**src/rtl/cond_logic_if.sv**
```systemverilog
// Decoder-to-conditional-stage bus: raw requests in, committed strobes and
// architectural flag state out.
interface cond_logic_if;
    logic        en;
    logic [3:0]  Cond;
    logic [3:0]  ALUFlags;
    logic [3:0]  FlagW;
    logic        PCS;
    logic        RegW;
    logic        MemW;
    logic        PCSrc;
    logic        RegWrite;
    logic        MemWrite;
    logic        CondEx;
    logic        CarryIn;
    logic [3:0]  Flags;
    logic [15:0] ExecCount;
    logic [15:0] SquashCount;

    // Decoder / controller side: drives requests, observes results.
    modport master (
        output en, Cond, ALUFlags, FlagW, PCS, RegW, MemW,
        input  PCSrc, RegWrite, MemWrite, CondEx, CarryIn, Flags,
        input  ExecCount, SquashCount
    );

    // Conditional-execution stage side.
    modport slave (
        input  en, Cond, ALUFlags, FlagW, PCS, RegW, MemW,
        output PCSrc, RegWrite, MemWrite, CondEx, CarryIn, Flags,
        output ExecCount, SquashCount
    );
endinterface

```
**src/rtl/cond_logic.sv**
```systemverilog
// Conditional-execution stage: NZCV flag register, ARM condition check,
// write-strobe gating, and saturating executed/squashed instruction counters.
module cond_logic (
    input  logic         clk,
    input  logic         reset,
    cond_logic_if.slave  bus
);

    logic [3:0]  flags_r;
    logic [15:0] exec_cnt_r;
    logic [15:0] squash_cnt_r;
    logic        cond_ex_s;
    logic        n_s;
    logic        z_s;
    logic        c_s;
    logic        v_s;

    // Condition evaluation uses the stored flags, never this cycle's ALU flags.
    assign n_s = flags_r[3];
    assign z_s = flags_r[2];
    assign c_s = flags_r[1];
    assign v_s = flags_r[0];

    // Decode the 4-bit condition field against stored NZCV.
    always_comb begin
        cond_ex_s = 1'b1;
        case (bus.Cond)
            4'b0000: cond_ex_s = z_s;
            4'b0001: cond_ex_s = ~z_s;
            4'b0010: cond_ex_s = c_s;
            4'b0011: cond_ex_s = ~c_s;
            4'b0100: cond_ex_s = n_s;
            4'b0101: cond_ex_s = ~n_s;
            4'b0110: cond_ex_s = v_s;
            4'b0111: cond_ex_s = ~v_s;
            4'b1000: cond_ex_s = c_s & ~z_s;
            4'b1001: cond_ex_s = ~c_s | z_s;
            4'b1010: cond_ex_s = (n_s == v_s);
            4'b1011: cond_ex_s = (n_s != v_s);
            4'b1100: cond_ex_s = ~z_s & (n_s == v_s);
            4'b1101: cond_ex_s = z_s | (n_s != v_s);
            4'b1110: cond_ex_s = 1'b1;
            default: cond_ex_s = 1'b1;
        endcase
    end

    // Committed strobes are combinational so the datapath acts in the same cycle.
    always_comb begin
        bus.PCSrc    = bus.PCS  & cond_ex_s & bus.en;
        bus.RegWrite = bus.RegW & cond_ex_s & bus.en;
        bus.MemWrite = bus.MemW & cond_ex_s & bus.en;
    end

    assign bus.CondEx      = cond_ex_s;
    assign bus.CarryIn     = flags_r[1];
    assign bus.Flags       = flags_r;
    assign bus.ExecCount   = exec_cnt_r;
    assign bus.SquashCount = squash_cnt_r;

    // Flag register: per-bit load of ALU flags only for advanced, passing instructions.
    always_ff @(posedge clk) begin
        if (reset) begin
            flags_r <= 4'b0000;
        end else if (bus.en && cond_ex_s) begin
            for (int i = 0; i < 4; i++) begin
                if (bus.FlagW[i]) begin
                    flags_r[i] <= bus.ALUFlags[i];
                end else begin
                    flags_r[i] <= flags_r[i];
                end
            end
        end else begin
            flags_r <= flags_r;
        end
    end

    // Event counters: exactly one saturating counter moves per advanced cycle.
    always_ff @(posedge clk) begin
        if (reset) begin
            exec_cnt_r   <= 16'd0;
            squash_cnt_r <= 16'd0;
        end else if (bus.en) begin
            if (cond_ex_s) begin
                if (exec_cnt_r != 16'hFFFF) begin
                    exec_cnt_r <= exec_cnt_r + 16'd1;
                end else begin
                    exec_cnt_r <= exec_cnt_r;
                end
            end else begin
                if (squash_cnt_r != 16'hFFFF) begin
                    squash_cnt_r <= squash_cnt_r + 16'd1;
                end else begin
                    squash_cnt_r <= squash_cnt_r;
                end
            end
        end else begin
            exec_cnt_r   <= exec_cnt_r;
            squash_cnt_r <= squash_cnt_r;
        end
    end

endmodule

```
**src/flat_wrapper.sv**
```systemverilog
// flat-port wrapper written by rule: the top's interface ports become plain ports
module cond_logic_flat 
  (clk, reset, bus_en, bus_Cond, bus_ALUFlags, bus_FlagW, bus_PCS, bus_RegW, bus_MemW, bus_PCSrc, bus_RegWrite, bus_MemWrite, bus_CondEx, bus_CarryIn, bus_Flags, bus_ExecCount, bus_SquashCount);
  cond_logic_if bus_i ();
  input  logic clk;
  input  logic reset;
  input wire logic [$bits(bus_i.en)-1:0] bus_en;
  input wire logic [$bits(bus_i.Cond)-1:0] bus_Cond;
  input wire logic [$bits(bus_i.ALUFlags)-1:0] bus_ALUFlags;
  input wire logic [$bits(bus_i.FlagW)-1:0] bus_FlagW;
  input wire logic [$bits(bus_i.PCS)-1:0] bus_PCS;
  input wire logic [$bits(bus_i.RegW)-1:0] bus_RegW;
  input wire logic [$bits(bus_i.MemW)-1:0] bus_MemW;
  output wire logic [$bits(bus_i.PCSrc)-1:0] bus_PCSrc;
  output wire logic [$bits(bus_i.RegWrite)-1:0] bus_RegWrite;
  output wire logic [$bits(bus_i.MemWrite)-1:0] bus_MemWrite;
  output wire logic [$bits(bus_i.CondEx)-1:0] bus_CondEx;
  output wire logic [$bits(bus_i.CarryIn)-1:0] bus_CarryIn;
  output wire logic [$bits(bus_i.Flags)-1:0] bus_Flags;
  output wire logic [$bits(bus_i.ExecCount)-1:0] bus_ExecCount;
  output wire logic [$bits(bus_i.SquashCount)-1:0] bus_SquashCount;
  assign bus_i.en = bus_en;
  assign bus_i.Cond = bus_Cond;
  assign bus_i.ALUFlags = bus_ALUFlags;
  assign bus_i.FlagW = bus_FlagW;
  assign bus_i.PCS = bus_PCS;
  assign bus_i.RegW = bus_RegW;
  assign bus_i.MemW = bus_MemW;
  assign bus_PCSrc = bus_i.PCSrc;
  assign bus_RegWrite = bus_i.RegWrite;
  assign bus_MemWrite = bus_i.MemWrite;
  assign bus_CondEx = bus_i.CondEx;
  assign bus_CarryIn = bus_i.CarryIn;
  assign bus_Flags = bus_i.Flags;
  assign bus_ExecCount = bus_i.ExecCount;
  assign bus_SquashCount = bus_i.SquashCount;
  cond_logic u_core (.clk(clk), .reset(reset), .bus(bus_i));
endmodule
```
**config.mk**
```make
export PLATFORM = sky130hd
export DESIGN_NAME = cond_logic_flat
export DESIGN_NICKNAME = d
export VERILOG_FILES = /design/src/rtl/cond_logic_if.sv /design/src/rtl/cond_logic.sv /design/src/flat_wrapper.sv
export SDC_FILE = /design/constraint.sdc
export NUM_CORES = 1
export LEC_CHECK = 0
export ABC_CLOCK_PERIOD_IN_PS = 6600
export CAP_MARGIN = 10
export CORE_MARGIN = 3
export CORE_UTILIZATION = 45
export CTS_BUF_LIST = sky130_fd_sc_hd__clkbuf_4 sky130_fd_sc_hd__clkbuf_8
export DETAILED_ROUTE_END_ITERATION = 10
export DONT_BUFFER_PORTS = 1
export GPL_ROUTABILITY_DRIVEN = 0
export HOLD_SLACK_MARGIN = 0.05
export MAX_ROUTING_LAYER = met4
export PLACE_DENSITY_LB_ADDON = 0.2
export REMOVE_ABC_BUFFERS = 1
export SYNTH_ARGS = -nofsm -noshare
export SYNTH_HDL_FRONTEND = slang
export SYNTH_SLANG_ARGS = --single-unit
```
**constraint.sdc**
```tcl
create_clock -name clk -period 6.6 [get_ports clk]
set_input_delay 0.99 -clock clk [delete_from_list [all_inputs] [get_ports clk]]
set_output_delay 0.99 -clock clk [all_outputs]
set_load 0.05 [all_outputs]
```
==> run_results.csv <==
group,metric,value,unit
drt,drtAntennaViolNets,0,
sta,period_needed,3830,ps
place,portBuffers,0,
power_and_ir_drop,p_leak,0.724,nW
flow_run,drv_cap,0,
sta,fin_crit_sh,58.1,%
synth,ys_seq_area_share,34.5,%
clock_tree,cts.path.max_buffers,2,
synth,yosys_register_bits,36,
synth,async_flop_share,0,%
clock_tree,cts_root_buffer,"clkbuf_8",
critical_path,worstSetupPathType,"reg2out",
sta,hold_viol,0,
drt,wl_per_cell,15.5,µm
grt,first_global_vias,1557,
final_layout,layout_commonest_cell,"dfxtp_1",
place,dpl.cell_count,287,
critical_path,worst-path-max-fanout,12,
floorplan,rows,24,
final_layout,area_growth,4.38,%
grt,grt_max_degree,46,
drt,drc_errors,0,
floorplan,ios,59,
grt,antenna_found_initial,0,
final_layout,nFillCells,437,
power_and_ir_drop,totalPowerFinal,0.442,mW
synth,yosysUniqueCellTypes,42,
clock_tree,cts_sinks,36,
place,hpwl,3100,µm
clock_tree,post-cts-setup-buffers,0,
clock_tree,cts_resized,0,
grt,grt_remaining_overflow,0,
final_layout,multi_input_area,1260,µm²
clock_tree,clk_pin_slew,80,ps
final_layout,nets,262,
sta,setup_viol,0,
clock_tree,cts_tree,"yes",
sta,worstMarginPinSlew,1000,ps
final_layout,final_cell_mix,"dfxtp_1, a21oi_1, nor2_1",
drt,vias,1824,
synth,synth_ff_type,"dfxtp_1",
drt,drt-total-wl,4570,µm
floorplan,die_h,74.1,µm
power_and_ir_drop,powerDensity,203,nW/µm²
clock_tree,numCtsBuffers,5,
clock_tree,htree_num_levels,2,
worst_hold_path,hold_path_class,"reg2reg",
synth,synthCells,249,
floorplan,core-area,4410,µm²
floorplan,dieArea,5490,µm²
synth,netlist_area,2090,µm²
sta,rsz0062_at_grt,"no",
floorplan,die_w,74.1,µm
sta,slew_headroom,33.2,%
status,status,"finished clean",
grt,grt_usage,17.4,%
floorplan,initial_core_util,47.3,%
final_layout,antenna_cells,0,
synth,avgSynthCellArea,8.38,µm²
critical_path,start_kind,"register",
drt,vias_per_cell,6.18,
grt,grt_pass1_wl,7380,µm
sta,skew,11.0,ps
final_layout,final-seq-area,721,µm²
critical_path,cp-end-kind,"output pin",
clock_tree,clk_latency,280,ps
clock_tree,cts_hold_buf,0,
synth,yosys_warnings,0,
sta,drv_slew,0,
power_and_ir_drop,peakVddDrop,0.0946,mV
sta,achievable-frequency,261,MHz
final_layout,drive_gt1_share,10.3,%
synth,synth-edff-count,0,
critical_path,cp.required,5610,ps
critical_path,cp.arrival,2840,ps
drt,drtIter0Drc,140,
final_layout,stdcell_count,295,
drt,dr.pass1.iters,4,
sta,tns,0,ps
## cells in the mapped netlist, types with 2 or more instances
cell | count | area share (%)
mux2_2 | 8 | 4.3
or4_1 | 10 | 3.6
nor2b_1 | 11 | 3.3
buf_2 | 3 | 0.72
xnor2_1 | 2 | 0.84
nor4_2 | 3 | 1.8
buf_6 | 2 | 1.1
nand3_1 | 11 | 2.6
mux2i_1 | 2 | 0.96
nand2_1 | 11 | 2.0
nand4_1 | 7 | 2.1
nand4b_1 | 4 | 1.7
and2_1 | 4 | 1.2
and3_1 | 8 | 2.4
o21ai_0 | 14 | 3.4
inv_1 | 7 | 1.3
nor2_1 | 16 | 2.9
a21oi_1 | 26 | 6.2
ha_1 | 2 | 1.2
o21a_1 | 2 | 0.72
dfxtp_1 | 36 | 35
and4_1 | 3 | 1.3
clkbuf_1 | 8 | 1.4
and3b_1 | 2 | 0.84
nor3b_1 | 6 | 2.2
o31ai_1 | 12 | 4.3
xor2_1 | 2 | 0.84
or3_1 | 13 | 3.9
## flip-flops by register name, indices dropped and copies added, names as in the netlist
name	cells
u_core.bus.SquashCount	16
u_core.bus.ExecCount	16
u_core.bus.Flags	4
## layout make-up
cell class              instances  share of cell area, %
repair buffers                  1                  0.345
multi-input cells             191                   57.9
flip-flops and latches         36                   33.1
clock buffers                   8                   4.48
well taps                      52                   2.99
inverters                       7                   1.21
## metal layers
| metal | vias to the layer above | part of all wire [%] | track usage (%) |
|---|---|---|---|
| met2 | 42 | 46 | 26.2 |
| met1 | 852 | 47 | 22.1 |
| met5 | - | 0 | - |
| li1 | 928 | - | - |
| met3 | 2 | 7.0 | 7.03 |
| met4 | 0 | 0.59 | 3.62 |
## critical path, cell delays in order, from the launching register on
cell	delay (ps)
dfxtp_1	990
mux2i_1	210
xnor2_1	180
a32oi_1	330
and3_1	400
nor2_1	110
and2_1	340
## path summary, 6_finish.rpt
check                                         startpoint                                 endpoint  slack [ps]  depth (start not counted)
setup reg to reg        u_core.bus.Flags[1]$_SDFFE_PP0P_  u_core.bus.SquashCount[15]$_SDFFE_PP0P_        3340                          6
hold / removal    u_core.bus.SquashCount[4]$_SDFFE_PP0P_   u_core.bus.SquashCount[4]$_SDFFE_PP0P_         740                          2
setup / recovery        u_core.bus.Flags[1]$_SDFFE_PP0P_                             bus_MemWrite        2770                          6
hold reg to reg   u_core.bus.SquashCount[4]$_SDFFE_PP0P_   u_core.bus.SquashCount[4]$_SDFFE_PP0P_         740                          2
## cell families (layout without fill, tap and decap cells)
family,Yosys count,in the layout,share of synthesized area (%)
compound gates,61,61,18.3
buf+inv,22,16,5.04
simple gates,113,113,33.4
mux,11,11,5.82
fa+ha+maj,2,2,1.20
xor+xnor,4,4,1.68
flops,36,36,34.5
## stage by stage
step | utilization [%] | setup slack (ps) | hold slack, ps | area [µm²]
finish | 49.3 | 2770 | 739 | 2180
global route | 49.3 | 2540 | 742 | 2180
CTS | 49.3 | 2740 | 748 | 2180
detailed placement | 47.1 | 3030 | 736 | 2080
global placement | 47.1 | 3090 | 729 | 2080
floorplan | - | 3190 | 706 | 2010
## where the power goes
group          internal [mW]  switching [mW]  leakage (nW)
logic                 0.0121          0.0247         0.381
clock network         0.0934          0.0765        0.0523
registers              0.220          0.0152         0.291
No activity file was read; power rests on OpenSTA's default activity.
